[config.mk]
export PLATFORM = sky130hd
export DESIGN_NAME = multi_lock_manager_flat
export DESIGN_NICKNAME = d
export VERILOG_FILES = /design/src/rtl/multi_lock_manager_if.sv /design/src/rtl/multi_lock_manager.sv /design/src/flat_wrapper.sv
export SDC_FILE = /design/constraint.sdc
export NUM_CORES = 1
export LEC_CHECK = 0
export CAP_MARGIN = 15
export CORE_MARGIN = 2
export CORE_UTILIZATION = 25
export DETAILED_ROUTE_END_ITERATION = 8
export REMOVE_ABC_BUFFERS = 1
export SLEW_MARGIN = 20
export SYNTH_ARGS = -nofsm -noshare
export SYNTH_HDL_FRONTEND = slang
export SYNTH_SLANG_ARGS = --single-unit
[constraint.sdc]
create_clock -name clk -period 6.15 [get_ports clk]
set_clock_uncertainty 0.05 [all_clocks]
set_input_delay 1.23 -clock clk [delete_from_list [all_inputs] [get_ports clk]]
set_output_delay 1.23 -clock clk [all_outputs]
set_load 0.02 [all_outputs]
[src/rtl/multi_lock_manager_if.sv]
// Stream interface for the lock manager: a request stream in towards the
// manager and a response stream out towards the accelerators.
interface multi_lock_manager_if #(
  parameter int ACC_BITS = 4
);
  logic                inStream_TVALID;
  logic                inStream_TREADY;
  logic [63:0]         inStream_TDATA;
  logic [ACC_BITS-1:0] inStream_TID;

  logic                outStream_TVALID;
  logic                outStream_TREADY;
  logic [63:0]         outStream_TDATA;
  logic [ACC_BITS-1:0] outStream_TDEST;
  logic                outStream_TLAST;

  // Accelerator side: issues requests, consumes responses.
  modport master (
    output inStream_TVALID, inStream_TDATA, inStream_TID,
    input  inStream_TREADY,
    input  outStream_TVALID, outStream_TDATA, outStream_TDEST, outStream_TLAST,
    output outStream_TREADY
  );

  // Lock manager side.
  modport slave (
    input  inStream_TVALID, inStream_TDATA, inStream_TID,
    output inStream_TREADY,
    output outStream_TVALID, outStream_TDATA, outStream_TDEST, outStream_TLAST,
    input  outStream_TREADY
  );
endinterface

[src/rtl/multi_lock_manager.sv]
// Multi-lock manager: serialises LOCK / UNLOCK / TRYLOCK requests from a set
// of accelerators over a set of independent locks. Each lock keeps a busy
// bit, an owner and a waiter mask; UNLOCK hands ownership round-robin to the
// next waiter above the old owner.
module multi_lock_manager #(
  parameter int MAX_ACCS  = 16,
  parameter int ACC_BITS  = $clog2(MAX_ACCS),
  parameter int NUM_LOCKS = 8,
  parameter int LOCK_BITS = (NUM_LOCKS > 1) ? $clog2(NUM_LOCKS) : 1
) (
  input  logic                 clk,
  input  logic                 rstn,
  multi_lock_manager_if.slave  bus,
  output logic [NUM_LOCKS-1:0] lock_busy,
  output logic                 err
);

  localparam logic [1:0] ST_IDLE = 2'd0;
  localparam logic [1:0] ST_EXEC = 2'd1;
  localparam logic [1:0] ST_RESP = 2'd2;

  localparam logic [7:0] OP_LOCK     = 8'h04;
  localparam logic [7:0] OP_UNLOCK   = 8'h06;
  localparam logic [7:0] OP_TRYLOCK  = 8'h08;
  localparam logic [7:0] RESP_GRANT  = 8'h05;
  localparam logic [7:0] RESP_FAIL   = 8'h07;

  localparam logic [MAX_ACCS-1:0] ONE_ACC = {{(MAX_ACCS-1){1'b0}}, 1'b1};

  // First set bit of mask searching upward from cur+1, wrapping modulo MAX_ACCS.
  function automatic logic [ACC_BITS-1:0] next_owner(
    input logic [ACC_BITS-1:0] cur,
    input logic [MAX_ACCS-1:0] mask
  );
    logic [ACC_BITS-1:0] res;
    logic [ACC_BITS-1:0] idx;
    logic                found;
    int                  cand;
    res   = cur;
    found = 1'b0;
    for (int k = 1; k <= MAX_ACCS; k++) begin
      cand = (int'(cur) + k) % MAX_ACCS;
      idx  = cand[ACC_BITS-1:0];
      if (!found && mask[idx]) begin
        res   = idx;
        found = 1'b1;
      end else begin
        res   = res;
      end
    end
    return res;
  endfunction

  logic [1:0]          state_r;
  logic [1:0]          state_nxt_s;
  logic                tready_r;
  logic [15:0]         req_data_r;
  logic [ACC_BITS-1:0] req_tid_r;

  logic                out_valid_r;
  logic [63:0]         out_data_r;
  logic [ACC_BITS-1:0] out_dest_r;
  logic                out_last_r;

  logic [NUM_LOCKS-1:0] busy_r;
  logic [ACC_BITS-1:0]  owner_r   [NUM_LOCKS];
  logic [MAX_ACCS-1:0]  waiters_r [NUM_LOCKS];
  logic                 err_r;

  logic                 accept_s;
  logic                 resp_done_s;
  logic [7:0]           op_s;
  logic [7:0]           lid_s;
  logic [LOCK_BITS-1:0] lidx_s;
  logic                 id_ok_s;
  logic                 cur_busy_s;
  logic [ACC_BITS-1:0]  cur_owner_s;
  logic [MAX_ACCS-1:0]  cur_wait_s;
  logic [ACC_BITS-1:0]  new_owner_s;

  logic                 nb_busy_s;
  logic [ACC_BITS-1:0]  nb_owner_s;
  logic [MAX_ACCS-1:0]  nb_wait_s;
  logic                 resp_due_s;
  logic [7:0]           resp_code_s;
  logic [ACC_BITS-1:0]  resp_dest_s;
  logic                 err_set_s;

  // Upper request bits carry no meaning for this block.
  logic unused_hi_s;
  assign unused_hi_s = ^bus.inStream_TDATA[63:16];

  assign accept_s    = (state_r == ST_IDLE) && tready_r && bus.inStream_TVALID;
  assign resp_done_s = (state_r == ST_RESP) && out_valid_r && bus.outStream_TREADY;

  assign op_s        = req_data_r[7:0];
  assign lid_s       = req_data_r[15:8];
  assign lidx_s      = lid_s[LOCK_BITS-1:0];
  assign id_ok_s     = ({1'b0, lid_s} < 9'(NUM_LOCKS));
  assign cur_busy_s  = busy_r[lidx_s];
  assign cur_owner_s = owner_r[lidx_s];
  assign cur_wait_s  = waiters_r[lidx_s];
  assign new_owner_s = next_owner(cur_owner_s, cur_wait_s);

  // Decide the new state of the addressed lock and whether a response is due.
  always_comb begin
    nb_busy_s   = cur_busy_s;
    nb_owner_s  = cur_owner_s;
    nb_wait_s   = cur_wait_s;
    resp_due_s  = 1'b0;
    resp_code_s = RESP_GRANT;
    resp_dest_s = req_tid_r;
    err_set_s   = 1'b0;
    if (!id_ok_s) begin
      err_set_s = 1'b1;
    end else begin
      case (op_s)
        OP_LOCK, OP_TRYLOCK: begin
          if (!cur_busy_s) begin
            nb_busy_s  = 1'b1;
            nb_owner_s = req_tid_r;
            resp_due_s = 1'b1;
          end else if (cur_owner_s == req_tid_r) begin
            err_set_s = 1'b1;
          end else if (op_s == OP_LOCK) begin
            nb_wait_s = cur_wait_s | (ONE_ACC << req_tid_r);
          end else begin
            resp_due_s  = 1'b1;
            resp_code_s = RESP_FAIL;
          end
        end
        OP_UNLOCK: begin
          if (!cur_busy_s || (cur_owner_s != req_tid_r)) begin
            err_set_s = 1'b1;
          end else if (cur_wait_s == {MAX_ACCS{1'b0}}) begin
            nb_busy_s = 1'b0;
          end else begin
            nb_owner_s  = new_owner_s;
            nb_wait_s   = cur_wait_s & ~(ONE_ACC << new_owner_s);
            resp_due_s  = 1'b1;
            resp_dest_s = new_owner_s;
          end
        end
        default: begin
          err_set_s = 1'b1;
        end
      endcase
    end
  end

  // Request/response sequencing: IDLE accepts, EXEC updates, RESP waits for sink.
  always_comb begin
    state_nxt_s = state_r;
    case (state_r)
      ST_IDLE: begin
        if (accept_s) state_nxt_s = ST_EXEC;
        else          state_nxt_s = ST_IDLE;
      end
      ST_EXEC: begin
        if (resp_due_s) state_nxt_s = ST_RESP;
        else            state_nxt_s = ST_IDLE;
      end
      ST_RESP: begin
        if (resp_done_s) state_nxt_s = ST_IDLE;
        else             state_nxt_s = ST_RESP;
      end
      default: state_nxt_s = ST_IDLE;
    endcase
  end

  // FSM state, registered TREADY and latched request.
  always_ff @(posedge clk or negedge rstn) begin
    if (!rstn) begin
      state_r    <= ST_IDLE;
      tready_r   <= 1'b0;
      req_data_r <= 16'h0000;
      req_tid_r  <= {ACC_BITS{1'b0}};
    end else begin
      state_r  <= state_nxt_s;
      tready_r <= (state_nxt_s == ST_IDLE);
      if (accept_s) begin
        req_data_r <= bus.inStream_TDATA[15:0];
        req_tid_r  <= bus.inStream_TID;
      end else begin
        req_data_r <= req_data_r;
        req_tid_r  <= req_tid_r;
      end
    end
  end

  // Response register: loaded at the end of EXEC, held until consumed.
  always_ff @(posedge clk or negedge rstn) begin
    if (!rstn) begin
      out_valid_r <= 1'b0;
      out_data_r  <= 64'h0;
      out_dest_r  <= {ACC_BITS{1'b0}};
      out_last_r  <= 1'b0;
    end else if ((state_r == ST_EXEC) && resp_due_s) begin
      out_valid_r <= 1'b1;
      out_data_r  <= {48'h0, lid_s, resp_code_s};
      out_dest_r  <= resp_dest_s;
      out_last_r  <= 1'b1;
    end else if (resp_done_s) begin
      out_valid_r <= 1'b0;
      out_last_r  <= 1'b0;
    end else begin
      out_valid_r <= out_valid_r;
      out_last_r  <= out_last_r;
    end
  end

  // Lock table update at the end of EXEC.
  always_ff @(posedge clk or negedge rstn) begin
    if (!rstn) begin
      busy_r <= {NUM_LOCKS{1'b0}};
      for (int i = 0; i < NUM_LOCKS; i++) begin
        owner_r[i]   <= {ACC_BITS{1'b0}};
        waiters_r[i] <= {MAX_ACCS{1'b0}};
      end
    end else if ((state_r == ST_EXEC) && id_ok_s) begin
      busy_r[lidx_s]    <= nb_busy_s;
      owner_r[lidx_s]   <= nb_owner_s;
      waiters_r[lidx_s] <= nb_wait_s;
    end else begin
      busy_r <= busy_r;
    end
  end

  // Sticky protocol-error flag.
  always_ff @(posedge clk or negedge rstn) begin
    if (!rstn) begin
      err_r <= 1'b0;
    end else if ((state_r == ST_EXEC) && err_set_s) begin
      err_r <= 1'b1;
    end else begin
      err_r <= err_r;
    end
  end

  assign bus.inStream_TREADY  = tready_r;
  assign bus.outStream_TVALID = out_valid_r;
  assign bus.outStream_TDATA  = out_data_r;
  assign bus.outStream_TDEST  = out_dest_r;
  assign bus.outStream_TLAST  = out_last_r;
  assign lock_busy            = busy_r;
  assign err                  = err_r;

endmodule

[src/flat_wrapper.sv]
// flat-port wrapper written by rule: the top's interface ports become plain ports
module multi_lock_manager_flat 
#(
  parameter int MAX_ACCS  = 16,
  parameter int ACC_BITS  = $clog2(MAX_ACCS),
  parameter int NUM_LOCKS = 8,
  parameter int LOCK_BITS = (NUM_LOCKS > 1) ? $clog2(NUM_LOCKS) : 1
)
  (clk, rstn, lock_busy, err, bus_inStream_TVALID, bus_inStream_TDATA, bus_inStream_TID, bus_inStream_TREADY, bus_outStream_TVALID, bus_outStream_TDATA, bus_outStream_TDEST, bus_outStream_TLAST, bus_outStream_TREADY);
  multi_lock_manager_if #(.ACC_BITS(ACC_BITS)) bus_i ();
  input  logic clk;
  input  logic rstn;
  output logic [NUM_LOCKS-1:0] lock_busy;
  output logic err;
  input wire logic [$bits(bus_i.inStream_TVALID)-1:0] bus_inStream_TVALID;
  input wire logic [$bits(bus_i.inStream_TDATA)-1:0] bus_inStream_TDATA;
  input wire logic [$bits(bus_i.inStream_TID)-1:0] bus_inStream_TID;
  output wire logic [$bits(bus_i.inStream_TREADY)-1:0] bus_inStream_TREADY;
  output wire logic [$bits(bus_i.outStream_TVALID)-1:0] bus_outStream_TVALID;
  output wire logic [$bits(bus_i.outStream_TDATA)-1:0] bus_outStream_TDATA;
  output wire logic [$bits(bus_i.outStream_TDEST)-1:0] bus_outStream_TDEST;
  output wire logic [$bits(bus_i.outStream_TLAST)-1:0] bus_outStream_TLAST;
  input wire logic [$bits(bus_i.outStream_TREADY)-1:0] bus_outStream_TREADY;
  assign bus_i.inStream_TVALID = bus_inStream_TVALID;
  assign bus_i.inStream_TDATA = bus_inStream_TDATA;
  assign bus_i.inStream_TID = bus_inStream_TID;
  assign bus_inStream_TREADY = bus_i.inStream_TREADY;
  assign bus_outStream_TVALID = bus_i.outStream_TVALID;
  assign bus_outStream_TDATA = bus_i.outStream_TDATA;
  assign bus_outStream_TDEST = bus_i.outStream_TDEST;
  assign bus_outStream_TLAST = bus_i.outStream_TLAST;
  assign bus_i.outStream_TREADY = bus_outStream_TREADY;
  multi_lock_manager #(.MAX_ACCS(MAX_ACCS), .ACC_BITS(ACC_BITS), .NUM_LOCKS(NUM_LOCKS), .LOCK_BITS(LOCK_BITS)) u_core (.clk(clk), .rstn(rstn), .bus(bus_i), .lock_busy(lock_busy), .err(err));
endmodule
After elaboration in Yosys (flattened, before gate mapping)
Index checks and enable logic that the tools add are counted.

storage, ports and cells
  register bits = 213
  latch bits = 0
  RAM bits = 0
  memory bits (read-only) = 0
  bits of input ports = 72
  output and inout bits = 80
  logic and storage cells = 244
  memories = 0

cells by class
  add/sub/neg operators = 16
  $mul = 0
  div/mod/pow operators = 0
  $lt $le $gt $ge = 21
  eq/ne operators = 7
  shifts and indexed selects = 2
  mux-type cells = 123
  bitwise logic cells = 4
  reduce and logical (&&, ||, !) cells = 46

operator list
  cell                  number
  $mux 16               9
  $bwmux 128            1
  $mux 4                27
  $lt 4x5->1 const B    16
  $bmux 1 s4            16
  $mux 1                49
  $bmux 16 s3           1
  $demux 16 s3          1
  $add 4x4->4 const B   8
  $bwmux 32             1
  $mux 8                4
  $pmux 16 s2           1
  $shl 1x4->16 const A  2
  $logic_and 1x1->1     24
  $add 4x3->4 const B   4
  $and 16x16->16        1
  $eq 8x3->1 const B    2
  $logic_not 1->1       16
  $logic_not 16->1      1
  $not 16->16           1
  $or 16x16->16         1
  $bmux 4 s3            1
  $demux 4 s3           1
  $add 4x1->4 const B   2
  23 further kinds      29

Depth between registers and ports, before layout
  depth after elaboration = 61
  gate-level depth with buffers = 23
  depth with buffers taken out = 17

Worst setup path after synthesis
OpenSTA, ideal clock, no wires.

  path kind = reg-to-reg
  from = register u_core.req_data_r[8]
  to = register u_core.waiters_r[106] in the netlist's numbering
  setup time = 0.133 ns
  data arrival time = 6.003 ns
  required time = 5.967 ns
  slack = -0.036 ns
  cell stages (with the launch flop) = 23
  path buffers = 7
  clock period less this slack = 6.186 ns
  cell sequence = dfrtp_1 > buf_6 > mux4_2 > mux2i_4 > buf_4 > buf_1 > ha_1 > clkbuf_1 > clkinv_1 > clkbuf_1 > mux4_2 > o221a_2 > a211oi_1 > nor4b_4 > and3_1 > buf_2 > buf_2 > o21a_1 > a2111oi_2 > a21o_1 > o21ai_2 > o31ai_4 > o21ai_1

on the way
  cells in the longest elaborated chain, start to end = 61
  elaborated cells on any way between the ends = 142
  classes of those cells = 16 x add/sub; 3 x order compare; 2 x eq/ne; 1 x shift; 81 x mux; 4 x bitwise; 35 x reduce/logical

RTL lines
  item                                       line                                                                             source
  start: declaration                         multi_lock_manager.sv:57                                                         logic [15:0] req_data_r;
  start signal: assignment                   multi_lock_manager.sv:182                                                        req_data_r <= bus.inStream_TDATA[15:0];
  start signal: assignment                   multi_lock_manager.sv:185                                                        req_data_r <= req_data_r;
  $not 3->4 (not written as such)            multi_lock_manager.sv:101, multi_lock_manager.sv:102, multi_lock_manager.sv:223
  $bmux 4 s3                                 multi_lock_manager.sv:101                                                        assign cur_owner_s = owner_r[lidx_s];
  $mux 4 (not written as such) (2 in a row)  multi_lock_manager.sv:101
  $add 4x1->4                                multi_lock_manager.sv:42                                                         cand = (int'(cur) + k) % MAX_ACCS;
  $bmux 1 s4                                 multi_lock_manager.sv:44                                                         if (!found && mask[idx]) begin
  $mux 1 (not written as such)               multi_lock_manager.sv:44
  $mux 1                                     multi_lock_manager.sv:44
  $logic_not 1->1                            multi_lock_manager.sv:44
  (+44 left out)                             n/a
  $shl 1x4->16                               multi_lock_manager.sv:139                                                        nb_wait_s = cur_wait_s & ~(ONE_ACC << new_owner_s);
  $not 16->16                                multi_lock_manager.sv:139
  $and 16x16->16                             multi_lock_manager.sv:139
  $mux 16                                    multi_lock_manager.sv:135                                                        end else if (cur_wait_s == {MAX_ACCS{1'b0}}) begin
  $mux 16                                    multi_lock_manager.sv:133                                                        if (!cur_busy_s || (cur_owner_s != req_tid_r)) begin
  $pmux 16 s2                                multi_lock_manager.sv:117                                                        case (op_s)
  $mux 16                                    multi_lock_manager.sv:114                                                        if (!id_ok_s) begin
  $bwmux 128                                 multi_lock_manager.sv:223                                                        waiters_r[lidx_s] <= nb_wait_s;
  end signal: indexed assignment             multi_lock_manager.sv:218                                                        waiters_r[i] <= {MAX_ACCS{1'b0}};
  end signal: indexed assignment             multi_lock_manager.sv:223
  end: declaration                           multi_lock_manager.sv:67                                                         logic [MAX_ACCS-1:0] waiters_r [NUM_LOCKS];

Several ways; a longest one is shown, not always the timed one. The select of a mux whose other input is x is not followed.
A chain may end at the register's enable or synchronous reset.

Worst setup path after layout
  from = register u_core.req_data_r[9]
  to = register u_core.waiters_r[98] in the netlist's numbering

Same word-level chain as after synthesis.

==> impl_results.md <==
* Vias per cell at 5.058
* IO Pins at 152
* First DRT Iteration DRCs at 861
* Distinct cells, synth at 87
* Starting Density at 25.27%
* TritonCTS clock tree: built
* Core box area at 51,300 µm²
* Origin of the critical flop-to-flop path: u_core.req_data_r[9]
* RR Endpoint: u_core.waiters_r[98]
* Ys async rst share at 100.0%
* Post-layout util at 29.99%
* Worst Hold End: u_core.waiters_r[76]
* Final setup viols at 0
* CP Capture Type: flop
* Vias in the first global route at 10,252
* Via count at 10,607
* Worst-path fanout max at 27
* Commonest non-fill, non-tap cell in the layout: nand2_1
* GRT Total Usage at 14.21%
* Critical path launch point type: flop
* Worst endpoint data arrival time at 6.21 ns
* Post-Syn Instances at 1,306
* CP peak stage delay at 0.58 ns
* Post-DP HPWL at 28,110 µm
* Yosys Warn Count at 0
* First-pass GRT wire length at 60,540 µm
* Clock sinks at 207
* Worst path most repeated cell: buf_4
* Fin crit period at 5.887 ns
* Hold Slack at 0.4269 ns
* DRC violations left at 0
* Hold Startpoint: u_core.waiters_r[76]
* Skew-Pair Late Insertion Delay at 0.53 ns
* Avg Cell Area, Syn at 9.928 µm²
* H-tree levels at 1
* Sequential element share of the synthesized area at 39.95%
* Dominant synthesized flop cell: dfrtp_1
* RSZ-0062 raised after global routing: no
* CP Class: reg2reg
* Most frequent cells in the layout: nand2_1 (214), dfrtp_1 (204), o21ai_1 (132)
* Clock Path Buffers at 3
* Min-delay worst type: reg2reg
* Initial antenna violation count at 0
* Slowest cell on crit path: mux4_2
* Pin count of the biggest net entering global routing at 127
* PwrDens at 275.0 nW/µm²
* Die area at 53,700 µm²
* Die W at 231.7 µm
* Max Cap Viol at 0
* Mapped Area at 12,970 µm²
* Final worst slack at 0.2631 ns
* Share of cells above drive strength 1 at 20.40%
* Worst rel slew slack at 31.96%
* Post-synth EDFFs at 0
* CTS Buf Count at 22
* Layout Area Growth over Synthesis at 18.65%
* First-pass iteration count of the detailed router at 6
* Hold Fails Final Rpt at 0
* Die H at 231.7 µm
* Required time worst endpoint at 6.48 ns
* Highest clock rate at 169.9 MHz
* Per-cell routed wire length at 18.50 µm
* Pins Over Slew Limit at 0
* IO buf count at 50
* N_diodes at 0
* Worst ir drop on vdd at 0.0002397 V
* Clk root buf: clkbuf_16
* Outcome: finished, final reports clean
* TNS Setup at 0 ns
* Clock-pin slew on the worst setup and hold paths at 0.06 ns
* Leakage power at 6.335 nW
* R2R Setup Slk at 0.26 ns
* Crit path cell chain: buf_12, mux4_2, mux2i_4, buf_4, mux2i_1, mux2_2, mux4_2, nor4b_4, and3_1, buf_4, a22o_1, nor2_1, o211ai_1, buf_4, nand2b_2, o41ai_4, buf_4, o21ai_1
* Synth Register Bits at 207
* Antenna-violating nets left at 0
* Total power draw at 4.231 mW
* Worst slew pin tran at 1.021 ns
* Final WL at 38,800 µm
* Hold path depth at 2
* GRT overflow at 0
* Part of the cycle the worst path needs at 95.72%
* Site row count at 83
* Nets at 1,483
* Pre-CTS setup slack at 0.2196 ns
* Worst R2R Path Depth at 18
* Final GP Congestion at 0.9189
## where the power goes
part	leakage [nW]	switching, mW	internal [mW]
Combinational	3.15	0.793	0.569
Sequential	2.83	0.117	1.45
Clock	0.348	0.546	0.755
Total	6.33	1.46	2.77
## layout make-up
cell class | count | area [µm²]
fill | 5311 | 35920
multi-input combinational | 1003 | 7174
clock buffer | 32 | 628.1
tap | 680 | 850.8
clock inverter | 6 | 83.83
timing repair buffer | 156 | 1413
sequential | 207 | 5186
inverter | 13 | 48.80
## per-layer routing
metal  GRT usage, %  wire [µm]
met2          22.01      17470
met3          2.493       2585
met1          20.34      17660
met5              0          0
met4          3.806       1087
## synth_stat cells, types with 14 or more instances
cell type | number | area, µm²
o21ai_0 | 57 | 285.3
mux4_2 | 52 | 1171
nor3_1 | 17 | 85.08
mux2_2 | 46 | 518.0
o31ai_1 | 23 | 172.7
buf_4 | 62 | 465.5
and2_1 | 14 | 87.58
dfrtp_1 | 207 | 5180
nand3_1 | 32 | 160.2
nand2b_1 | 16 | 100.1
o211ai_1 | 14 | 105.1
o21ai_1 | 131 | 655.6
nand2_1 | 214 | 803.3
nor2_1 | 46 | 172.7
mux2i_1 | 54 | 540.5
clkbuf_1 | 50 | 187.7
a21oi_1 | 21 | 105.1
## worst max-delay path: cells and delay by family (launching register included)
family	cells	cell delay [ns]
muxes	5	1.84
buffers and inverters	5	1.30
and+or+nand+nor	4	1.01
AOI/OAI and AO/OA	4	0.99
DFF	1	0.53
## kinds of logic after synthesis
kind of cell | share of synthesized area (%)
AOI/OAI and AO/OA | 18.66
xor gates and xnor gates | 0.6659
adders and majority gates | 0.7720
buffers and inverters | 6.523
DFF | 39.95
muxes | 18.28
other | 0.02892
and+or+nand+nor | 15.12
## flip-flops by register name, indices dropped and copies added, names as in the netlist
signal,cells
u_core.req_tid_r,4
u_core.err,1
u_core.bus.outStream_TVALID,1
u_core.state_r,2
u_core.req_data_r,16
u_core.owner_r,32
u_core.bus.inStream_TREADY,1
u_core.waiters_r,128
u_core.bus.outStream_TDATA,10
u_core.bus.outStream_TDEST,4
u_core.lock_busy,8
## worst max-delay path by stage
stage,slack (ns),startpoint,cells after the start,end
global route,0.03,u_core.req_data_r[9],18,u_core.waiters_r[42]
finish,0.26,u_core.req_data_r[9],18,u_core.waiters_r[98]
detailed placement,0.22,u_core.req_data_r[8],17,u_core.waiters_r[114]
global placement,0.24,u_core.req_data_r[8],18,u_core.waiters_r[104]
floorplan,-2.77,u_core.req_data_r[8],16,u_core.owner_r[10]
CTS,0.23,u_core.req_data_r[8],17,u_core.waiters_r[114]
## per-stage QoR
stage,instances,area (µm²)
2_1_floorplan,1223,12360
3_3_place_gp,2057,14620
3_5_place_dp,2057,14620
4_1_cts,2095,15340
5_1_grt,2097,15380
6_report,2097,15380
## timing repair
action,CTS,global route
hold buffers,0,0
hold endpoints to repair,0,0
setup buffers,0,2
setup endpoints to repair,0,78
gates resized for setup,0,5
Power figures use the tool's default switching activity.
